[config.mk]
export PLATFORM = sky130hd
export DESIGN_NAME = pipe_sel_mux
export DESIGN_NICKNAME = d
export VERILOG_FILES = /design/src/rtl/mips_dp_pkg.sv /design/src/rtl/sel_ext_core.sv /design/src/rtl/pipe_sel_mux.sv
export SDC_FILE = /design/constraint.sdc
export NUM_CORES = 1
export LEC_CHECK = 0
export BUFFER_PORTS_ARGS = -buffer_cell sky130_fd_sc_hd__buf_4
export CAP_MARGIN = 25
export CORE_AREA = 4 4 89 91
export DETAILED_ROUTE_END_ITERATION = 8
export DIE_AREA = 0 0 93 95
export MAX_ROUTING_LAYER = met4
export PLACE_DENSITY = 0.83
export SLEW_MARGIN = 20
export SYNTH_ARGS = -nofsm -noshare
export SYNTH_HDL_FRONTEND = slang
export SYNTH_SLANG_ARGS = --single-unit
[constraint.sdc]
create_clock -name clk -period 3.1 [get_ports clk]
set_clock_uncertainty 0.1 [all_clocks]
set_input_delay 0.465 -clock clk [delete_from_list [all_inputs] [get_ports clk]]
set_output_delay 0.465 -clock clk [all_outputs]
set_load 0.02 [all_outputs]
[src/rtl/mips_dp_pkg.sv]
`default_nettype none
// +------------------------------------------------------------------+
// | mips_dp_pkg : shared datapath-mux constants and beat payload type |
// | Rev 1.0                                                          |
// +------------------------------------------------------------------+
package mips_dp_pkg;

   localparam int EXT_ZERO = 0;
   localparam int EXT_SIGN = 1;
   localparam int DP_W     = 32;

   typedef struct packed {
      logic            err;
      logic [DP_W-1:0] data;
   } dp_beat_t;

endpackage
`default_nettype wire

[src/rtl/sel_ext_core.sv]
`default_nettype none
// +------------------------------------------------------------------+
// | sel_ext_core : combinational operand select, extend and err flag  |
// | Rev 1.0                                                          |
// +------------------------------------------------------------------+
module sel_ext_core
   import mips_dp_pkg::*;
#(
   parameter int IN_W     = 32,
   parameter int OUT_W    = 32,
   parameter int NUM_IN   = 3,
   parameter int EXT_MODE = EXT_ZERO,
   parameter int SEL_W    = $clog2(NUM_IN)
) (
   input  logic [NUM_IN*IN_W-1:0] in_data,
   input  logic [SEL_W-1:0]       in_sel,
   output logic [OUT_W-1:0]       out_data,
   output logic                   out_err
);

   logic [IN_W-1:0] w_op;

   // Out-of-range selects leave w_op at zero so illegal beats carry data 0.
   always_comb begin
      w_op = '0;
      for (int k = 0; k < NUM_IN; k++) begin
         if (in_sel == SEL_W'(k)) w_op = in_data[k*IN_W +: IN_W];
      end
   end

   assign out_err = (int'(in_sel) >= NUM_IN);

   if (OUT_W == IN_W) begin : g_pass
      assign out_data = w_op;
   end else if (EXT_MODE == EXT_SIGN) begin : g_sign
      assign out_data = {{(OUT_W-IN_W){w_op[IN_W-1]}}, w_op};
   end else begin : g_zero
      assign out_data = {{(OUT_W-IN_W){1'b0}}, w_op};
   end

endmodule
`default_nettype wire

[src/rtl/pipe_sel_mux.sv]
`default_nettype none
// +------------------------------------------------------------------+
// | pipe_sel_mux : N-way select/extend stage with main+skid buffer    |
// | Rev 1.0                                                          |
// +------------------------------------------------------------------+
module pipe_sel_mux
   import mips_dp_pkg::*;
#(
   parameter int IN_W     = 32,
   parameter int OUT_W    = 32,
   parameter int NUM_IN   = 3,
   parameter int EXT_MODE = EXT_ZERO,
   parameter int SEL_W    = $clog2(NUM_IN)
) (
   input  logic                   clk,
   input  logic                   rst_n,
   input  logic [NUM_IN*IN_W-1:0] in_data,
   input  logic [SEL_W-1:0]       in_sel,
   input  logic                   in_valid,
   output logic                   in_ready,
   input  logic                   flush,
   output logic [OUT_W-1:0]       out_data,
   output logic                   out_err,
   output logic                   out_valid,
   input  logic                   out_ready
);

   if (OUT_W < IN_W || NUM_IN < 2) begin : g_bad_param
      $fatal(1, "pipe_sel_mux: requires OUT_W >= IN_W and NUM_IN >= 2");
   end

   typedef struct packed {
      logic             err;
      logic [OUT_W-1:0] data;
   } beat_t;

   beat_t w_beat;
   beat_t r_main;
   beat_t r_skid;
   logic  r_main_valid;
   logic  r_skid_valid;
   logic  w_accept;
   logic  w_xfer;

   sel_ext_core #(
      .IN_W     (IN_W),
      .OUT_W    (OUT_W),
      .NUM_IN   (NUM_IN),
      .EXT_MODE (EXT_MODE),
      .SEL_W    (SEL_W)
   ) u_core (
      .in_data  (in_data),
      .in_sel   (in_sel),
      .out_data (w_beat.data),
      .out_err  (w_beat.err)
   );

   assign w_accept = in_valid & ~r_skid_valid;
   assign w_xfer   = r_main_valid & out_ready;

   // Skid can only be occupied while main is, so main-empty implies skid-empty.
   always_ff @(posedge clk) begin
      if (!rst_n) begin
         r_main       <= '0;
         r_skid       <= '0;
         r_main_valid <= 1'b0;
         r_skid_valid <= 1'b0;
      end else if (flush) begin
         r_main_valid <= 1'b0;
         r_skid_valid <= 1'b0;
      end else if (!r_main_valid) begin
         if (w_accept) begin
            r_main       <= w_beat;
            r_main_valid <= 1'b1;
         end
      end else if (w_xfer) begin
         if (r_skid_valid) begin
            r_main       <= r_skid;
            r_skid_valid <= 1'b0;
         end else if (w_accept) begin
            r_main <= w_beat;
         end else begin
            r_main_valid <= 1'b0;
         end
      end else if (w_accept) begin
         r_skid       <= w_beat;
         r_skid_valid <= 1'b1;
      end
   end

   assign in_ready  = ~r_skid_valid;
   assign out_valid = r_main_valid;
   assign out_data  = r_main.data;
   assign out_err   = r_main.err;

endmodule
`default_nettype wire
### Yosys cells after proc, flatten, opt, wreduce, memory -nomap -nowiden

Index checks and enable logic that the tools add are counted.

| operators by class | value |
|---|---|
| $add $sub $neg | 0 |
| multiply operators | 0 |
| div/mod/pow operators | 0 |
| $lt $le $gt $ge | 1 |
| equal/unequal tests | 3 |
| shift-type cells | 0 |
| multiplexer cells | 13 |
| bitwise gates (word level) | 6 |
| reduce and logical (&&, ||, !) cells | 6 |

Operators by type and width:

| kind | number |
|---|---|
| $mux 33 | 4 |
| $mux 32 | 3 |
| $mux 1 | 6 |
| $not 1->1 | 4 |
| $reduce_and 2->1 | 2 |
| $reduce_and 4->1 | 1 |
| $and 1x1->1 | 2 |
| $eq 2x1->1 const B | 1 |
| $eq 2x2->1 const B | 1 |
| $ge 2x2->1 const B | 1 |
| $logic_not 2->1 | 1 |
| $ne 2x1->1 const B | 1 |
| $reduce_bool 2->1 | 1 |
| $reduce_or 2->1 | 1 |

| word-level totals | value |
|---|---|
| register bits after elaboration | 68 |
| bits in latches | 0 |
| RAM bits | 0 |
| bits in read-only memories | 0 |
| input bits | 103 |
| logic and storage cells | 35 |
| memories | 0 |

### Longest topological paths before layout

Gate-level depths: netlist (run 1).

| depth | value |
|---|---|
| depth in word-level cells | 8 |
| mapped depth | 7 |
| depth with buffers taken out | 3 |

### Modules after synthesis

A second synthesis (run 1) with hierarchy kept.

| second synthesis, totals | value |
|---|---|
| cell total of the unflattened synthesis | 435 |
| area, all modules | 4038.9 um^2 |

By module, submodules not included:

| module | times used | cells an instance | area each (um^2) |
|---|---|---|---|
| pipe_sel_mux | 1 | 357 | 3091.7 |
| sel_ext_core | 1 | 78 | 947.2 |

### Least setup slack after synthesis (run 1)

OpenSTA, ideal clock, no wires.

| timing | value |
|---|---|
| kind | input to register |
| from | in in_sel[1] |
| to | reg r_skid[10] (netlist bit) |
| data arrival time | 1.450 ns |
| required time | 2.854 ns |
| setup slack | 1.403 ns |
| cell stages on the path | 5 |
| cells stage by stage | buf_2 -> buf_2 -> mux2i_1 -> a2bb2oi_1 -> a211oi_2 |

| on the way | value |
|---|---|
| longest elaborated chain between the ends | 4 |

RTL lines:

| what | line | RTL |
|---|---|---|
| start, declared | pipe_sel_mux.sv:18 | `input logic [SEL_W-1:0] in_sel,` |
| $logic_not 2->1 | sel_ext_core.sv:27 | `if (in_sel == SEL_W'(k)) w_op = in_data[k*IN_W +: IN_W];` |
| $mux 32 (2 in series) | sel_ext_core.sv:27 |  |
| $mux 32 * | sel_ext_core.sv:27 |  |
| end signal, assigned | pipe_sel_mux.sv:86 | `r_skid <= w_beat;` |
| end, declared | pipe_sel_mux.sv:39 | `beat_t r_skid;` |

Mark *: on every way between the ends. The rest lies on a longest branch, timed or not.
A chain may end at the register's enable or synchronous reset.

### Worst setup path in the final report (run 1)

| timing | value |
|---|---|
| from | reg r_main_valid (netlist: out_valid) |
| to | reg r_main (netlist bit out_data[5]) |

| on the way | value |
|---|---|
| longest elaborated chain between the ends | 3 |

RTL lines:

| what | line | RTL |
|---|---|---|
| start, declared | pipe_sel_mux.sv:40 | `logic r_main_valid;` |
| start signal, assigned | pipe_sel_mux.sv:66 | `r_main_valid <= 1'b0;` |
| start signal, assigned | pipe_sel_mux.sv:69 | `r_main_valid <= 1'b0;` |
| start signal, assigned | pipe_sel_mux.sv:74 | `r_main_valid <= 1'b1;` |
| $and 1x1->1 | pipe_sel_mux.sv:59 | `assign w_xfer = r_main_valid & out_ready;` |
| $ne 2x1->1 (no line) | -- |  |
| $reduce_and 2->1 (no line) | -- |  |
| end signal, assigned | pipe_sel_mux.sv:73 | `r_main <= w_beat;` |
| end signal, assigned | pipe_sel_mux.sv:78 | `r_main <= r_skid;` |
| end signal, assigned | pipe_sel_mux.sv:81 | `r_main <= w_beat;` |
| end, declared | pipe_sel_mux.sv:38 | `beat_t r_main;` |

Several ways; a longest one is shown, not always the timed one.

==> results of run 1 <==
final timing paths:
path             endpoint  slack (ps)  cells past startpoint
min reg2reg  out_data[14]         360                      2
min          r_skid_valid         250                      2
max           out_data[5]         940                      4
max reg2reg   out_data[5]         940                      4
worst max-delay path: cells and delay by family, from the launching register on:
kind	cells	cell delay [ps]
flip-flops	1	550
AND/OR/NAND/NOR	1	640
buffers and inverters	1	440
AO/OA/AOI/OAI	2	300
sequential cells by signal (all words and copies together) (netlist names):
| register | flops |
|---|---|
| r_skid | 33 |
| out_data | 32 |
| out_err | 1 |
| out_valid | 1 |
| r_skid_valid | 1 |
per-layer routing:
metal  GRT usage, %  wire length, um  part of all wire (%)
met1          26.96             4109                    41
met2          38.93             5091                    51
met3          3.665              666                   6.7
met4          9.280              134                   1.3
met5              -                0                     0
cell families after synthesis:
logic type	after synthesis	share of synthesized area, %
compound gates	171	41.94
buf+inv	76	10.09
flops	68	37.10
mux	32	8.728
simple gates	10	2.148
cells in the final DEF (no fill, tap or decap):
cell,Yosys,layout
sky130_fd_sc_hd__buf_4,1,148
sky130_fd_sc_hd__nand3b_1,1,1
sky130_fd_sc_hd__nand2b_4,1,1
sky130_fd_sc_hd__nand2b_1,1,1
sky130_fd_sc_hd__a2bb2oi_1,32,32
sky130_fd_sc_hd__and2_4,1,1
sky130_fd_sc_hd__clkinv_2,0,1
sky130_fd_sc_hd__a221oi_1,3,3
sky130_fd_sc_hd__inv_1,35,35
sky130_fd_sc_hd__nand4b_1,1,1
sky130_fd_sc_hd__a221oi_2,30,30
sky130_fd_sc_hd__a211oi_4,0,1
sky130_fd_sc_hd__o21ai_0,34,34
sky130_fd_sc_hd__buf_16,0,1
sky130_fd_sc_hd__mux2i_1,32,32
sky130_fd_sc_hd__nand3_1,1,1
sky130_fd_sc_hd__nand2_1,1,1
sky130_fd_sc_hd__nor2b_2,0,1
sky130_fd_sc_hd__a211oi_1,3,3
sky130_fd_sc_hd__a211oi_2,31,30
sky130_fd_sc_hd__clkinv_1,1,1
sky130_fd_sc_hd__and4bb_1,1,1
sky130_fd_sc_hd__clkbuf_1,15,3
sky130_fd_sc_hd__clkbuf_8,0,12
sky130_fd_sc_hd__a21oi_1,36,36
sky130_fd_sc_hd__a21bo_2,1,1
sky130_fd_sc_hd__a221o_2,1,1
sky130_fd_sc_hd__dfxtp_1,68,68
sky130_fd_sc_hd__and2_1,1,1
layout make-up:
type | instances | area [um^2]
clock buffer | 15 | 176.4
clock inverter | 1 | 5.005
fill | 585 | 2248
inverter | 36 | 135.1
multi-input combinational | 213 | 1948
sequential | 68 | 1361
tap | 99 | 123.9
timing repair buffer | 149 | 1139
through the flow:
step | instances | utilization, % | worst slack (ps) | hold slack (ps) | area (um^2)
2_1_floorplan | 357 | - | 1404 | 391.4 | 3670
3_3_place_gp | 564 | 65.57 | 922.1 | 347.4 | 4679
3_5_place_dp | 564 | 65.57 | 888.1 | 353.4 | 4679
4_1_cts | 580 | 68.11 | 946.2 | 226.5 | 4861
5_1_grt | 581 | 68.50 | 821.5 | 236.2 | 4888
6_report | 581 | 68.50 | 935.7 | 250.7 | 4888
power breakdown:
part / internal, mW / switching, mW / total (mW)
clock network: 0.356 / 0.313 / 0.669
logic: 0.231 / 0.235 / 0.465
registers: 0.911 / 0.0214 / 0.932
total: 1.50 / 0.569 / 2.07
==> summary by stage, run 1 <==
Floorplan
The die extent in x is slightly above 90 um. The die footprint is 8835 um^2. The core region is slightly above 7000 um^2.

The initial utilization of the core area, before any placement, comes to between 50% and 60%. For this design the top-level I/O count stands at 138. The total number of placement rows is 31. The floorplan die height is around 95 um.

Place
The global placement routability congestion is roughly 0.76. The port buffer count is 137. After legalization and detailed placement, the total HPWL measured between 6000 and 7000 um.

Synthesis
The gate count after technology mapping is 357. The total number of yosys warnings is 0. Counting distinct cell types in the post-synthesis netlist gives 29.

The top cell type by area accounts for a little under two fifths of the synthesized area. The average cell area after synthesis is around 10 um^2. The number of synthesized flops with an enable pin is 0. In the synthesized netlist the dominant register cell turns out to be sky130_fd_sc_hd__dfxtp_1. The post-synthesis sequential area ratio is a little under two fifths. The cell area after synthesis is 3670 um^2. The synthesized net count is 460. By count the netlist is led by sky130_fd_sc_hd__dfxtp_1 (68), sky130_fd_sc_hd__a21oi_1 (36), sky130_fd_sc_hd__inv_1 (35), sky130_fd_sc_hd__o21ai_0 (34). By instance count, the leading cell after synthesis is sky130_fd_sc_hd__dfxtp_1. Yosys attributes the largest share of cell area to sky130_fd_sc_hd__dfxtp_1 (37%), sky130_fd_sc_hd__a221oi_2 (12%), sky130_fd_sc_hd__a211oi_2 (11%). The post-synthesis register bit count is a little under 70. The dominant cell type by area after synthesis is sky130_fd_sc_hd__dfxtp_1. Of all flip-flops after synthesis, the portion carrying an async set or reset was 0%.

STA
At the pin with the least slew margin, the transition time is between 700 and 800 ps. The worst-case headroom to the max-slew limit is a little over half. The setup TNS is 0 ps. Timing would allow up to 0.4620 GHz. The ratio of final minimum period to clock period is 69.82%. The number of max-slew violations in the final report is 0. Setup repair after global routing left no endpoint under its margin. For the finished layout, the period the worst path requires is 2164 ps.

Setup violations remaining at the end of the flow were counted as 0. The number of endpoints with negative hold slack in the final report is 0.

Pwr
The design draws 2.067 mW. For this design the static power due to leakage is about 2.0 nW. The worst-case vdd ir drop is 0.3332 mV. The ratio of total power to cell area is ~420 nW/um^2.

Worst setup path
The critical path in this run is classified as flop to flop. The slowest stage of the critical path is the sky130_fd_sc_hd__nand4b_1 cell. The kind of capture point of the worst setup path is a flop.

Along the worst path, the maximum fanout reaches 17. The data required time of the critical path is about 3200 ps. At the worst endpoint, the arrival time is ~2300 ps. In this run the worst setup path begins at out_valid. The type of origin of the critical path is a flop. The startpoint identified for the worst register-to-register timing path is out_valid.

The maximum cell stage delay along the critical path is about 640 ps. Traced cell by cell, the critical path runs through nand4b_1, buf_4, o21ai_0, a221oi_2.

Clock tree
The setup fix buffers added after clock tree synthesis is 0. The clock tree root buffer cell is sky130_fd_sc_hd__clkbuf_8. At the later pin of the worst-skew pair, clock insertion delay measures 330 ps. TritonCTS built the clock tree. In this run, post-CTS hold repair placed 0 buffers.

The largest buffer count on any clock path is 2. The total number of H-tree levels is 3. The clock-pin slew reported for the worst setup and hold paths after clock tree synthesis is roughly 70 ps. In this run, CTS created clock tree buffers numbering 9. Counting every sink on the clock net gives 68. The number of gates resized after CTS is 0.

Layout
In the final layout, the share of cells above drive strength 1 is a little under half. Compared with the post-synthesis result, the final layout area differs by 33.21%. 0 antenna diodes ended up in the layout. After the last flow step, the layout net total stands at 580.

GRT
The number of global-route vias before repair is roughly 3300. The largest net degree at the start of global routing is 39. Global routing finished with a remaining overflow of 0.

The global-route usage over all layers is between 20% and 30%. The initial antenna violation count came to 0. The first global-routing pass estimated between 15000 and 20000 um of wire.

Worst hold path
In this run the most critical hold path is launched from out_ready. The path class of the lowest-slack min-delay path is primary input to flop.

Drt
Once detail routing completed, the nets flagged for antenna violations numbered 0. The first detailed-routing pass took 5 iterations. The routed layout has roughly 3300 vias. The detailed router finished its first iteration with 199 violations. The total wire length after detailed routing is ~10000 um. For this run, design rule violations remaining after detail routing come to 0.

The average wire length per cell after detail routing is 17.22 um. Dividing the detail-routed via count by the number of cells gives 5.721.

Run
Max-cap violations in this run came to 0.

Status
The flow ran to the end, and the final reports show no timing, DRC or antenna violations.
Power figures use the tool's default switching activity.
==> run 2: changes to the inputs <==
--- a/config.mk
+++ b/config.mk
@@ -7,11 +7,11 @@
 export LEC_CHECK = 0
 export BUFFER_PORTS_ARGS = -buffer_cell sky130_fd_sc_hd__buf_4
 export CAP_MARGIN = 25
-export CORE_AREA = 4 4 89 91
+export CORE_AREA = 4 4 91 93
 export DETAILED_ROUTE_END_ITERATION = 8
-export DIE_AREA = 0 0 93 95
+export DIE_AREA = 0 0 95 97
 export MAX_ROUTING_LAYER = met4
-export PLACE_DENSITY = 0.83
+export PLACE_DENSITY = 0.8
 export SLEW_MARGIN = 20
 export SYNTH_ARGS = -nofsm -noshare
 export SYNTH_HDL_FRONTEND = slang
==> constraint.sdc (replaced) <==
create_clock -name clk -period 2.1 [get_ports clk]
set_clock_uncertainty 0.1 [all_clocks]
set_input_delay 0.315 -clock clk [delete_from_list [all_inputs] [get_ports clk]]
set_output_delay 0.315 -clock clk [all_outputs]
set_load 0.02 [all_outputs]
==> run 2 against run 1 <==
Utilization fell by 3.7 points. Clock power rose by 35%. Global-route usage fell by 0.20 points. Final cell count rose by 0.86%. Largest cell class unchanged. Largest power group unchanged. Highest routed layer unchanged.
==> summary by stage, run 2 (synthesis gave the netlist of run 1 again) <==
Drt
The final layout contains routed wiring with a total length of approximately 10000 um. Wire segments on met2 add up to 5008 um in the final route. For this run, design rule violations remaining after detail routing come to 0. In this run the top signal layer used is met4. The average wire length per cell after detail routing is around 17 um. The number of design-rule violations left by the first detailed-router iteration is between 200 and 250. The via count of the routed design is between 3000 and 4000.

The routed design uses ~820 um of met3 wire. The detail-routed via count per cell is ~5.7. For this block, wires on met1 add up to 4247 um. The remaining number of nets flagged by the antenna check after routing is 0. For this run, the detailed router's first-pass iteration total came to 4.

Clock tree
The clock network latency to the later pin of the worst-skew pair is 340 ps. Clock-pin slew was measured on the worst setup and hold paths at roughly 60 ps. The clock passes through at most 2 buffers. In this run the number of H-tree levels came out at 3. The cts-stage hold buffer count is 0. In this run the clock root is driven by a sky130_fd_sc_hd__clkbuf_8. The CTS tree is done. The tree built by TritonCTS fans out to slightly below 70 sinks. Once the clock tree was built, the resizer swapped 0 gates to a different size.

The number of CTS-inserted buffers is 9. Buffers added to address setup during post-CTS repair amount to 0.

Place
The count of buffers added on input and output ports is between 100 and 150. Once placement finished, the instance area stood at about 4700 um^2. The estimated wirelength of the detail-placed design is around 7200 um. The worst setup slack after placement is 135.0 ps. The global placement routability congestion is ~0.79.

STA
The worst-margin pin slew is about 660 ps. The worst-case headroom to the max-slew limit is between 50% and 60%. The ratio of final minimum period to clock period is a little under nine tenths. The number of max-slew violations in the final report is 0. The slack of the critical path is around 310 ps. The number of endpoints with negative hold slack in the final report is 0. The setup TNS is 0 ps.

Setup repair after global routing left no endpoint under its margin. Setup violations remaining at the end of the flow were counted as 0. Timing would allow up to 0.5588 GHz. The time the final worst path needs with I/O delays and setup is about 1800 ps.

Worst setup path
The critical path is of the flop to flop type. The kind of capture point of the worst setup path is a flop. For the worst setup path, the data required time is between 2000 and 2500 ps.

The data arrival time at the worst-slack endpoint is 1940 ps. The largest fanout on the critical path is 20. The type of origin of the critical path is a flop.

Floorplan
The area of the core is between 7000 and 8000 um^2. The starting density of the core is 48.75%. The number of top-level design ports is 138. The die covers slightly above 9000 um^2. In this run the core area contains 32 standard-cell rows.

The die extent in x is roughly 95 um. The floorplan die height is between 90 and 100 um.

Layout
Ranked by flip-flop count, first place goes to r_skid. The post-route netlist has ~48% of its cells at a drive strength greater than 1. The library cells used most frequently in the layout, excluding fill and tap cells, are sky130_fd_sc_hd__buf_4 (153), sky130_fd_sc_hd__dfxtp_1 (68), sky130_fd_sc_hd__a21oi_1 (36), sky130_fd_sc_hd__inv_1 (35), sky130_fd_sc_hd__o21ai_0 (34).

With fillers left out, the area of the finished cells amounts to about 4900 um^2. The number of flip-flops under the largest register name is 33. In the final design database the tool counted 584 nets. The library cell used most frequently in the layout, excluding fill and tap cells, is sky130_fd_sc_hd__buf_4. From synthesis to final layout, the design area changed by 32.90%. The antenna cell count is 0.

Counting the fill cells in the layout gives ~620.

GRT
The aggregate global routing overflow is 0. The initial antenna violation count is 0. In the global route stage, overall resource usage came out at 22.65%.

The number of global-route vias before repair is 3322. The first global-routing pass estimated ~16000 um of wire. The largest net degree at the start of global routing is 35.

Pwr
The switching part of the total power is between 20% and 30%. The switching power of the nets is around 0.84 mW. The internal power of the cells totals 2.126 mW.

The overall power is roughly 3.0 mW. The worst-case vdd ir drop is 0.3921 mV. The ratio of total power to cell area is between 600 and 700 nW/um^2. The clock network power share is between 30% and 40%. Of the total power, combinational logic draws between 20% and 30%. The sequential power share is about 46%. The analysis attributes to cell leakage a power of 1.965 nW.

Run
Max-cap violations in this run came to 0.

Worst hold path
The path class of the lowest-slack min-delay path is primary input to flop.

Status
The flow ran to the end, and the final reports show no timing, DRC or antenna violations.
run 2: cell type report:
class	count	area [um^2]	share of cell area (%)
flip-flops and latches	68	1361	27.91
well taps	102	127.6	2.617
multi-input cells	213	1948	39.94
clock inverters	3	15.01	0.3079
inverters	36	135.1	2.771
repair buffers	153	1149	23.55
clock buffers	11	141.4	2.899
run 2: power groups by stage:
stage	clock, mW	combinational, mW	sequential [mW]
2_1_floorplan	0	0.347	1.45
3_3_place_gp	0	0.676	1.40
3_5_place_dp	0	0.691	1.41
4_1_cts	0.920	0.692	1.38
5_1_grt	0.968	0.742	1.38
6_report	0.904	0.689	1.38
run 2: metal layers:
| layer | global-route usage (%) | up-vias |
|---|---|---|
| met1 | 27.90 | 1578 |
| met4 | 9.323 | 0 |
| li1 | - | 1598 |
| met5 | - | - |
| met2 | 36.23 | 145 |
| met3 | 4.121 | 11 |
run 2: path summary, 6_finish.rpt:
kind	start	end	slack (ps)	cells after the start
max reg2reg	out_valid	out_data[28]	310	4
min	out_ready	r_skid_valid	70	2
min reg2reg	out_data[18]	out_data[18]	360	2
max	out_valid	out_data[28]	310	4
run 2: critical path, stage by stage, from the launching register on:
cell	delay, ps
sky130_fd_sc_hd__dfxtp_1	560
sky130_fd_sc_hd__nand2_1	90
sky130_fd_sc_hd__a221o_2	370
sky130_fd_sc_hd__buf_4	250
sky130_fd_sc_hd__a221oi_1	320
run 2: metrics by stage:
step | hold WS (ps) | util [%] | cells
detailed placement | 350.8 | 62.72 | 572
floorplan | 314.5 | - | 357
CTS | 57.59 | 64.79 | 586
finish | 71.23 | 64.79 | 586
global route | 78.00 | 64.79 | 586
global placement | 349.7 | 62.72 | 572
==> run 3: changes to the inputs <==
==> constraint.sdc (replaced) <==
create_clock -name clk -period 2.1 [get_ports clk]
set_clock_uncertainty 0.1 [all_clocks]
set_input_delay 0.21 -clock clk [delete_from_list [all_inputs] [get_ports clk]]
set_output_delay 0.21 -clock clk [all_outputs]
set_load 0.02 [all_outputs]
==> run 3 against run 2 <==
Register-to-register slack worse by 80 ps. Sequential share of layout area down 0.36 points. First-iteration DRC count down 33%. Clock-buffer cell count up 1. Sequential power about the same. Highest routed layer unchanged.
==> summary by stage, run 3 (synthesis gave the netlist of run 1 again) <==
Status
The run finished with clean final reports.

Drt
Dividing the detail-routed wire length by the instance count gives ~17 um. The detail-routed via count per cell is 5.621. For this run, design rule violations remaining after detail routing come to 0.

In this run, the number of DRC markers left after iteration 0 of detailed routing was ~140. For this block, the via count after detailed routing is around 3300. For this run, the detailed router's first-pass iteration total came to 4. The remaining number of nets flagged by the antenna check after routing is 0.

The total wire length after detailed routing is between 10000 and 15000 um.

Layout
The share of cells above drive strength 1 is approximately 48%. More flip-flops sit in one register than any other, and that register is r_skid. The area growth from synthesis to layout is 34.64%. The share of the core filled with cells in the final layout is 65.64%.

The sequential cell area is 1361 um^2. The number of antenna diodes in the final layout is 0. The post-route non-filler standard cell count is between 500 and 600.

The number of inserted filler cells in the final layout is approximately 630. The area of combinational cells with multiple inputs is about 2000 um^2. The total number of nets in the final design is 581.

After routing the design area is 4941 um^2. In the layout the commonest cells are sky130_fd_sc_hd__buf_4 (146), sky130_fd_sc_hd__dfxtp_1 (68), sky130_fd_sc_hd__a21oi_1 (36), sky130_fd_sc_hd__inv_1 (35), sky130_fd_sc_hd__o21ai_0 (34). Leaving out fill and tap cells, the most frequent cell in the layout is sky130_fd_sc_hd__buf_4.

The register with the most flip-flops in the layout has 33 of them.

STA
The time the final worst path needs with I/O delays and setup is 1975 ps. For the pin with the worst max-slew slack, the measured transition is ~530 ps. Measured against its own limit, the worst slew margin works out to roughly 65%. The number of endpoints with negative hold slack in the final report came to 0. Setup repair after global routing left no endpoint under its margin. The ratio of final minimum period to clock period is 94.04%. The slack of the critical path is about 130 ps.

The number of max-slew violations in the final report is 0. The final-layout worst hold slack is 89.66 ps. Setup total negative slack on the finished layout was measured at 0 ps. Static timing analysis puts the maximum clock frequency at 0.5064 GHz. The total of endpoints with negative setup slack in the final report is 0.

Pwr
The internal portion of the total power is about 2.3 mW. The worst-case vdd ir drop is slightly above 0.3 mV. The sequential power share is a little over two fifths.

Summing internal, switching and leakage power gives around 3.2 mW. The ratio of total power to cell area is 642.9 nW/um^2. The leakage component of the power is 1.983 nW. The proportion of power drawn by combinational gates is 21.8%.

In this run the power spent charging and discharging nets is slightly below 0.9 mW. The switching part of the total power is 27.61%. The clock network power share is 34.8%.

Floorplan
The floorplan step set the die width to ~95 um. The region available for standard cell placement spans between 7000 and 8000 um^2. The initial utilization of the core area, before any placement, comes to roughly half.

Pin placement for this block handled 138 I/O pins. The die covers 9215 um^2. The total number of placement rows is 32. The floorplan die height is 97 um.

Worst setup path
The critical path is of the primary input to flop type. The largest fanout on the critical path is 38. Data on the critical path arrives at its endpoint at about 2100 ps. The number of cells on the worst reg-to-reg path is 4.

The kind of capture point of the worst setup path is a flop. The data required time of the critical path is between 2000 and 2500 ps. The type of origin of the critical path is a primary input.

Clock tree
The number of gates resized after CTS is 0. The clock reaches the later pin of the worst-skew pair after 340 ps. The cts-stage hold buffer count is 1.

The largest buffer count on any clock path is 2. Clock tree synthesis inserted a total of 9 buffers. The H-tree was split into 3 levels.

Clock-pin slew was measured on the worst setup and hold paths at around 70 ps. The CTS tree is done. The clock tree root buffer cell is sky130_fd_sc_hd__clkbuf_8. Buffers added to address setup during post-CTS repair amount to 0. The number of clock sinks is between 60 and 70.

Run
The total of max-cap violations is 0.

Place
Including well taps, the total number of placed cells is between 500 and 600. The HPWL after detailed placement is between 6000 and 7000 um. Summing all placed instances gives a cell area of between 4000 and 5000 um^2. The worst setup slack after placement is approximately 270 ps. Routability-driven placement finished with a final weighted congestion of 0.7276.

In this run the tool buffered the top-level ports with around 140 buffer cells.

GRT
The global-route usage over all layers is between 20% and 30%. Entering global routing, the biggest net connects 39 pins. The initial antenna violation count is 0. The first-pass GRT wire length is about 16000 um. The number of global-route vias before repair is 3269. The aggregate global routing overflow is 0.

Worst hold path
Along the worst hold path, the cell count comes to 3. The path class of the lowest-slack min-delay path is primary input to flop.
[run 3: cell count changes in the layout (fill, tap and decap cells not counted), sizes merged]
| cell | delta |
|---|---|
| clkbuf | +1 |
| bufinv | +1 |
| clkinvlp | +1 |
| clkinv | -1 |
| dlygate4sd3 | +1 |
| buf | -4 |
[run 3: area by class of cell]
class | count | area share [%]
Clock inverter | 4 | 0.9623
Inverter | 36 | 2.735
Sequential cell | 68 | 27.55
Clock buffer | 12 | 3.140
Timing Repair Buffer | 150 | 23.60
Multi-Input combinational cell | 213 | 39.43
Tap cell | 102 | 2.583
[run 3: worst paths after layout]
kind,start,to,slack [ps]
hold reg to reg,out_data[26],out_data[26],360
setup / recovery,out_ready,r_skid[0],130
hold / removal,in_valid,out_valid,90
setup reg to reg,out_valid,out_data[27],230
[run 3: routing by layer]
| layer | vias to the layer above | global-route usage, % | part of all wire (%) |
|---|---|---|---|
| li1 | 1602 | - | - |
| met1 | 1549 | 25.77 | 40 |
| met2 | 117 | 37.58 | 50 |
| met3 | 20 | 5.054 | 7.3 |
| met4 | 0 | 8.546 | 2.3 |
| met5 | - | - | 0 |
[run 3: worst max-delay path, stage by stage]
cell and delay, ps:
sky130_fd_sc_hd__dlygate4sd3_1 530, sky130_fd_sc_hd__buf_4 140, sky130_fd_sc_hd__inv_1 60, sky130_fd_sc_hd__buf_4 390, sky130_fd_sc_hd__and2_4 590, sky130_fd_sc_hd__a211oi_2 140
[run 3: power by group through the flow]
stage               clock network (mW)  registers [mW]  logic, mW
floorplan                            0            1.45      0.347
global placement                     0            1.40      0.678
detailed placement                   0            1.41      0.695
CTS                               1.12            1.38      0.699
global route                      1.17            1.38      0.744
finish                            1.11            1.38      0.694
